File: config.mk
export PLATFORM = sky130hd
export DESIGN_NAME = mult_control
export DESIGN_NICKNAME = d
export VERILOG_FILES = /design/src/rtl/mult_pkg.sv /design/src/rtl/add_sub_9.sv /design/src/rtl/mult_control.sv
export SDC_FILE = /design/constraint.sdc
export NUM_CORES = 1
export LEC_CHECK = 0
export BUFFER_PORTS_ARGS = -buffer_cell sky130_fd_sc_hd__buf_2
export CORE_ASPECT_RATIO = 1.25
export CORE_MARGIN = 8
export CORE_UTILIZATION = 55
export CTS_BUF_LIST = sky130_fd_sc_hd__clkbuf_4
export CTS_CLUSTER_SIZE = 25
export DETAILED_ROUTE_END_ITERATION = 8
export PLACE_DENSITY = 0.91
export SLEW_MARGIN = 5
export SYNTH_ARGS = -nofsm -noshare
export SYNTH_HDL_FRONTEND = slang
export SYNTH_HIERARCHICAL = 1
export SYNTH_SLANG_ARGS = --single-unit
File: constraint.sdc
create_clock -name Clk -period 6.1 [get_ports Clk]
set_input_delay 0.915 -clock Clk [delete_from_list [all_inputs] [get_ports Clk]]
set_output_delay 0.915 -clock Clk [all_outputs]
set_load 0.01 [all_outputs]
File: src/rtl/mult_pkg.sv
// Shared types and constants for the add-shift multiplier control block.
package mult_pkg;

  localparam int unsigned WIDTH     = 8;
  localparam int unsigned LAST_ITER = WIDTH - 1;

  typedef enum logic [2:0] {
    IDLE  = 3'd0,
    CLEAR = 3'd1,
    ADD   = 3'd2,
    SHIFT = 3'd3,
    DONE  = 3'd4
  } state_t;

endpackage

File: src/rtl/add_sub_9.sv
// W-bit adder/subtractor: Sum = A + B, or A - B when Sub is high.
module add_sub_9 #(
  parameter int unsigned W = 9
) (
  input  logic [W-1:0] A,
  input  logic [W-1:0] B,
  input  logic         Sub,
  output logic [W-1:0] Sum
);

  logic [W-1:0] b_eff;

  // Subtract as invert-B plus carry-in; carry out of the MSB is dropped.
  always_comb begin
    b_eff = B ^ {W{Sub}};
    Sum   = A + b_eff + W'(Sub);
  end

endmodule

File: src/rtl/mult_control.sv
// Control FSM for the signed add-shift multiplier: sequences clear/add/shift
// strobes to shift_unit and supplies the next A/X values.
module mult_control
  import mult_pkg::*;
#(
  parameter int unsigned WIDTH = mult_pkg::WIDTH
) (
  input  logic             Clk,
  input  logic             Reset_n,
  input  logic             Run,
  input  logic             ClearA_LoadB,
  input  logic [WIDTH-1:0] S,
  input  logic [WIDTH-1:0] A_in,
  input  logic             M,
  output logic             ClearA,
  output logic             LoadA,
  output logic             LoadX,
  output logic             LoadB,
  output logic             Shift_En,
  output logic [WIDTH-1:0] A_next,
  output logic             X_next,
  output logic             Done
);

  localparam int unsigned CNT_W = $clog2(WIDTH);
  localparam int unsigned SUM_W = WIDTH + 1;
  localparam logic [CNT_W-1:0] CNT_LAST = CNT_W'(WIDTH - 1);

  state_t             state_q, state_d;
  logic [CNT_W-1:0]   cnt_q, cnt_d;
  logic [WIDTH-1:0]   s_q, s_d;
  logic               ld_b_q, ld_b_d;
  logic               clb_seen_q, clb_seen_d;
  logic [SUM_W-1:0]   sum_c;

  always_ff @(posedge Clk) begin
    if (!Reset_n) begin
      state_q    <= IDLE;
      cnt_q      <= '0;
      s_q        <= '0;
      ld_b_q     <= 1'b0;
      clb_seen_q <= 1'b0;
    end else begin
      state_q    <= state_d;
      cnt_q      <= cnt_d;
      s_q        <= s_d;
      ld_b_q     <= ld_b_d;
      clb_seen_q <= clb_seen_d;
    end
  end

  // ClearA_LoadB is a level; only its rising edge in IDLE yields a one-cycle load.
  always_comb begin
    state_d    = state_q;
    cnt_d      = cnt_q;
    s_d        = s_q;
    ld_b_d     = 1'b0;
    clb_seen_d = ClearA_LoadB;
    ClearA     = ld_b_q;
    LoadB      = ld_b_q;
    LoadA      = 1'b0;
    LoadX      = 1'b0;
    Shift_En   = 1'b0;
    Done       = 1'b0;
    case (state_q)
      IDLE: begin
        if (Run) begin
          state_d = CLEAR;
          s_d     = S;
        end else if (ClearA_LoadB && !clb_seen_q) begin
          ld_b_d = 1'b1;
        end
      end
      CLEAR: begin
        ClearA  = 1'b1;
        cnt_d   = '0;
        state_d = ADD;
      end
      ADD: begin
        LoadA   = M;
        LoadX   = M;
        state_d = SHIFT;
      end
      SHIFT: begin
        Shift_En = 1'b1;
        if (cnt_q == CNT_LAST) begin
          state_d = DONE;
        end else begin
          cnt_d   = cnt_q + CNT_W'(1);
          state_d = ADD;
        end
      end
      DONE: begin
        Done = 1'b1;
        if (!Run) state_d = IDLE;
      end
      default: state_d = IDLE;
    endcase
  end

  // Last iteration weighs the multiplier sign bit negatively, hence subtract.
  add_sub_9 #(.W(SUM_W)) u_add_sub (
    .A   ({A_in[WIDTH-1], A_in}),
    .B   ({s_q[WIDTH-1], s_q}),
    .Sub (cnt_q == CNT_LAST),
    .Sum (sum_c)
  );

  assign A_next = sum_c[WIDTH-1:0];
  assign X_next = sum_c[WIDTH];

endmodule
Yosys cells after proc, flatten, opt, wreduce, memory -nomap -nowiden
Cells that the tools add are included.

Output and inout bits: 15. Latch bits: 0. Word-level logic and storage cells: 38. Bits in registers: 16. Memories: 0. Memory bits (read-only): 0. Memory bits (writable): 0. Bits of input ports: 21.

Equal/unequal tests: 8. $add $sub $neg: 3. Multiplexer cells: 11. Shift-type cells: 0. Reduce and logical (&&, ||, !) cells: 8. Bitwise logic cells: 3. Multipliers: 0. Divide/modulo/power cells: 0. Order comparisons: 0.

Operators with widths (count): case mux 3 bit (5 select lines) (1); two-way mux 3 bit (4); adder 9 x 1 -> 9 bit (1); adder 9 bit (1); XOR 9 bit (1); equality test 3 x 2 -> 1 bit (second input constant) (2); equality test 3 bit (second input constant) (2); inequality test 2 bit (second input constant) (3); case mux 3 bit (2 select lines) (1); AND reduction 2 bit (3); two-way mux 1 bit (5); adder 3 x 1 -> 3 bit (second input constant) (1); equality test 3 x 1 -> 1 bit (second input constant) (1); logical NOT 3 bit (1); OR reduction 3 bit (1); NOT 1 bit (2); nonzero test 2 bit (1); logical AND 1 bit (1); logical NOT 1 bit (1).

Depth between registers and ports, before layout
Depth in word-level cells: 4. Depth in mapped cells: 10. Gate-level depth less buffers: 9.

Cells and area by module
Netlist, hierarchy kept.

Modules (own cells, without submodules): mult_control (times used 1, area an instance 686.9 um^2, sequential area each 320.3 um^2, cells each 77); add_sub_9 (times used 1, area an instance 489.2 um^2, sequential area each 0.0 um^2, cells each 63).

Worst setup path before layout
Ideal clock, no wire load.

Path type: register to output. Start: register cnt_q[0]. End: output X_next. Data required time: 5.185 ns. Buffers on the path: 1. Path slack: 2.954 ns. Arrival: 2.231 ns. Cell stages (with the launch flop): 10. Cells stage by stage: dfxtp_1 -> ha_1 -> ha_1 -> buf_6 -> xor2_1 -> ha_1 -> nor2b_4 -> o31a_1 -> o41ai_2 -> xnor2_1.

Cells in the longest elaborated chain, start to end: 4.

RTL lines: from (decl) (line mult_control.sv:30) `logic [CNT_W-1:0] cnt_q, cnt_d;`; from (signal assigned) (line mult_control.sv:45) `cnt_q <= cnt_d;`; equality test 3 bit * (line mult_control.sv:105) `.Sub (cnt_q == CNT_LAST),`; XOR 9 bit (line add_sub_9.sv:15) `b_eff = B ^ {W{Sub}};`; adder 9 bit (line add_sub_9.sv:16) `Sum = A + b_eff + W'(Sub);`; adder 9 x 1 -> 9 bit * (line add_sub_9.sv:16); to (decl) (line mult_control.sv:21) `output logic X_next,`.

Mark *: on every way between the ends. The rest lies on a longest branch, timed or not.

Final worst setup path
Same ends and word-level chain as after synthesis.

==> flow_metrics.env <==
export IMPL_ctsLongestPathBuffers=2
export IMPL_post_cts_resized=0
export IMPL_syn2layout_area_growth_pct=14.4
export IMPL_comb_power_share=0.332
export IMPL_worst_slack_ns=2.27
export IMPL_antenna_found_initial=0
export IMPL_cp_max_fo=12
export IMPL_final_antenna_net_count=0
export IMPL_switching_share=0.322
export IMPL_clk_pin_slew_ns=0.08
export IMPL_vias=1087
export IMPL_post_dp_cell_area_um2=1320
export IMPL_yosys_area_top_type="dfxtp_1"
export IMPL_tightestPinTransition_ns=0.671
export IMPL_power_internal_uw=172
export IMPL_clkLatencyLatePin_ns=0.28
export IMPL_min_period_over_period=0.628
export IMPL_rsz0062_at_grt="false"
export IMPL_min_period_ns=3.83
export IMPL_final_cells=192
export IMPL_max_vdd_ir_drop_mv=0.152
export IMPL_final_util=0.671
export IMPL_io_buffers=35
export IMPL_core_area_um2=2000
export IMPL_cts_buffers=3
export IMPL_clock_skew_ns=0.00346
export IMPL_clockPowerShare=0.208
export IMPL_fin_area_um2=1350
export IMPL_synth_cells=140
export IMPL_synth_top_area_frac=0.272
export IMPL_cp_data_arrival_time_ns=2.91
export IMPL_cp_start_kind="flop"
export IMPL_gp_congestion=0.831
export IMPL_drtIter0Drc=23
export IMPL_critPathKind="flop to output port"
export IMPL_drv_cap=0
export IMPL_dp_slack_ns=2.58
export IMPL_grt_pass1_wl_um=5020
export IMPL_fillers=168
export IMPL_syn_nets=171
export IMPL_ys_seq_area_frac=0.272
export IMPL_fp_dieArea_um2=3880
export IMPL_fp_dieH_um=67.7
export IMPL_setup_viol=0
export IMPL_postCtsSetupBuffers=0
export IMPL_start_util=0.587
export IMPL_post_synth_top_count_cell="dfxtp_1"
export IMPL_setup_tns_ns=0
export IMPL_synth_area_top_cells="dfxtp_1 27%, ha_1 9.6%, xor2_1 6.7%"
export IMPL_end_kind="output port"
export IMPL_dp_cells=189
export IMPL_reg2reg_slack_ns=4.36
export IMPL_grt_overflow_total=0
export IMPL_cts_tree="built"
export IMPL_vias_per_cell=5.66
export IMPL_grt_usage=0.157
export IMPL_p_seq_frac=0.460
export IMPL_ys_types=37
export IMPL_relSlewSlack=0.551
export IMPL_n_antenna_cell=0
export IMPL_htreeDepth=1
export IMPL_async_flop_share=0
export IMPL_clock_sinks=16
export IMPL_slew_viol_final=0
export IMPL_drt_wirelength_per_cell_um=14.3
export IMPL_io_pins=36
export IMPL_grt_pass1_vias=1191
export IMPL_wl_um=2740
export IMPL_yosysWarnings=6
export IMPL_leakage_uw=0.000668
export IMPL_root_buffer="clkbuf_4"
export IMPL_max_freq_ghz=0.261
export IMPL_synth_edf_count=0
export IMPL_hold_violations=0
export IMPL_synth_commonest_cells="16 x dfxtp_1, 15 x nand3_1, 13 x o21ai_0"
export IMPL_holdBufCountCts=0
export IMPL_synth_ff_type="dfxtp_1"
export IMPL_syn_avg_cell_area_um2=8.40
export IMPL_layout_drive_gt1_share=0.244
export IMPL_p_switching_uw=81.6
export IMPL_cp_required_ns=5.18
export IMPL_power_density_nw_per_um2=188
export IMPL_synth_seq_cells=16
export IMPL_die_width_um=57.4
export IMPL_first_pass_iters=4
export IMPL_row_count=18
export IMPL_status="finished clean"
export IMPL_grt_max_degree=19
export IMPL_dp_hpwl_um=2290
export IMPL_drcViolationCount=0
export IMPL_hp_class="flop to flop"
export IMPL_synth_area_um2=1180
export IMPL_finish_net_count=205
[kinds of logic after synthesis]
family | synth area share
AOI/OAI and AO/OA | 0.177
xor gates and xnor gates | 0.112
adders and majority gates | 0.113
buffers and inverters | 0.0649
DFF | 0.272
muxes | 0.0117
and+or+nand+nor | 0.250
[sequential cells by signal (all words and copies together) (netlist names)]
signal      cells
LoadB           1
clb_seen_q      1
cnt_q           3
s_q             8
state_q         3
[power groups by stage]
stage	clock network (uW)	logic, uW	registers (uW)
after floorplan	0	59.7	117
after global placement	0	79.5	119
after detailed placement	0	84.0	119
after CTS	55.1	84.3	116
after global routing	58.9	93.6	117
final	52.7	84.1	116
[area by class of cell]
| type | count | area [um^2] | share of cell area |
|---|---|---|---|
| tap | 20 | 25.0 | 0.0186 |
| timing repair buffer | 35 | 175 | 0.130 |
| inverter | 6 | 22.5 | 0.0167 |
| sequential | 16 | 320 | 0.238 |
| multi-input combinational | 112 | 779 | 0.580 |
| clock buffer | 3 | 22.5 | 0.0167 |
[stage by stage]
step                total power [uW]  hold WS, ns
global placement                 198        0.463
floorplan                        176        0.448
CTS                              256        0.485
finish                           253        0.483
global route                     270        0.508
detailed placement               203        0.473
[worst max-delay path: stages (launching register included)]
cell and delay, ns:
dfxtp_1 0.38, ha_1 0.16, ha_1 0.50, xor2_1 0.14, ha_1 0.37, nor2b_4 0.16
o31a_1 0.27, o41ai_2 0.33, xnor2_1 0.16, buf_2 0.16
[layer usage]
metal	vias up	part of all wire	track usage
met1	489	0.39	0.148
met3	5	0.058	0.0323
met4	0	0.015	0.0690
li1	560	-	-
met2	33	0.53	0.319
met5	-	0	0
[placed cells by master (no fill, tap or decap), drive strengths merged, types with 2 or more instances in the layout]
cell    instances
dfxtp          16
nor2            9
xor2            9
ha              9
and3            2
inv             6
nand3          15
buf            35
nor2b           4
a31oi           2
o211ai          2
clkbuf          3
and2            4
a21oi           6
nand2          12
nor3            2
xnor2           6
o21ai          13
[path summary, 6_finish.rpt]
path                               start          to  depth (start not counted)
worst max-delay path            cnt_q[0]      X_next                          9
worst min-delay path              s_q[6]      s_q[6]                          2
worst max register to register  cnt_q[0]  state_q[1]                          4
worst min register to register    s_q[6]      s_q[6]                          2
No activity file was read; power rests on OpenSTA's default activity.
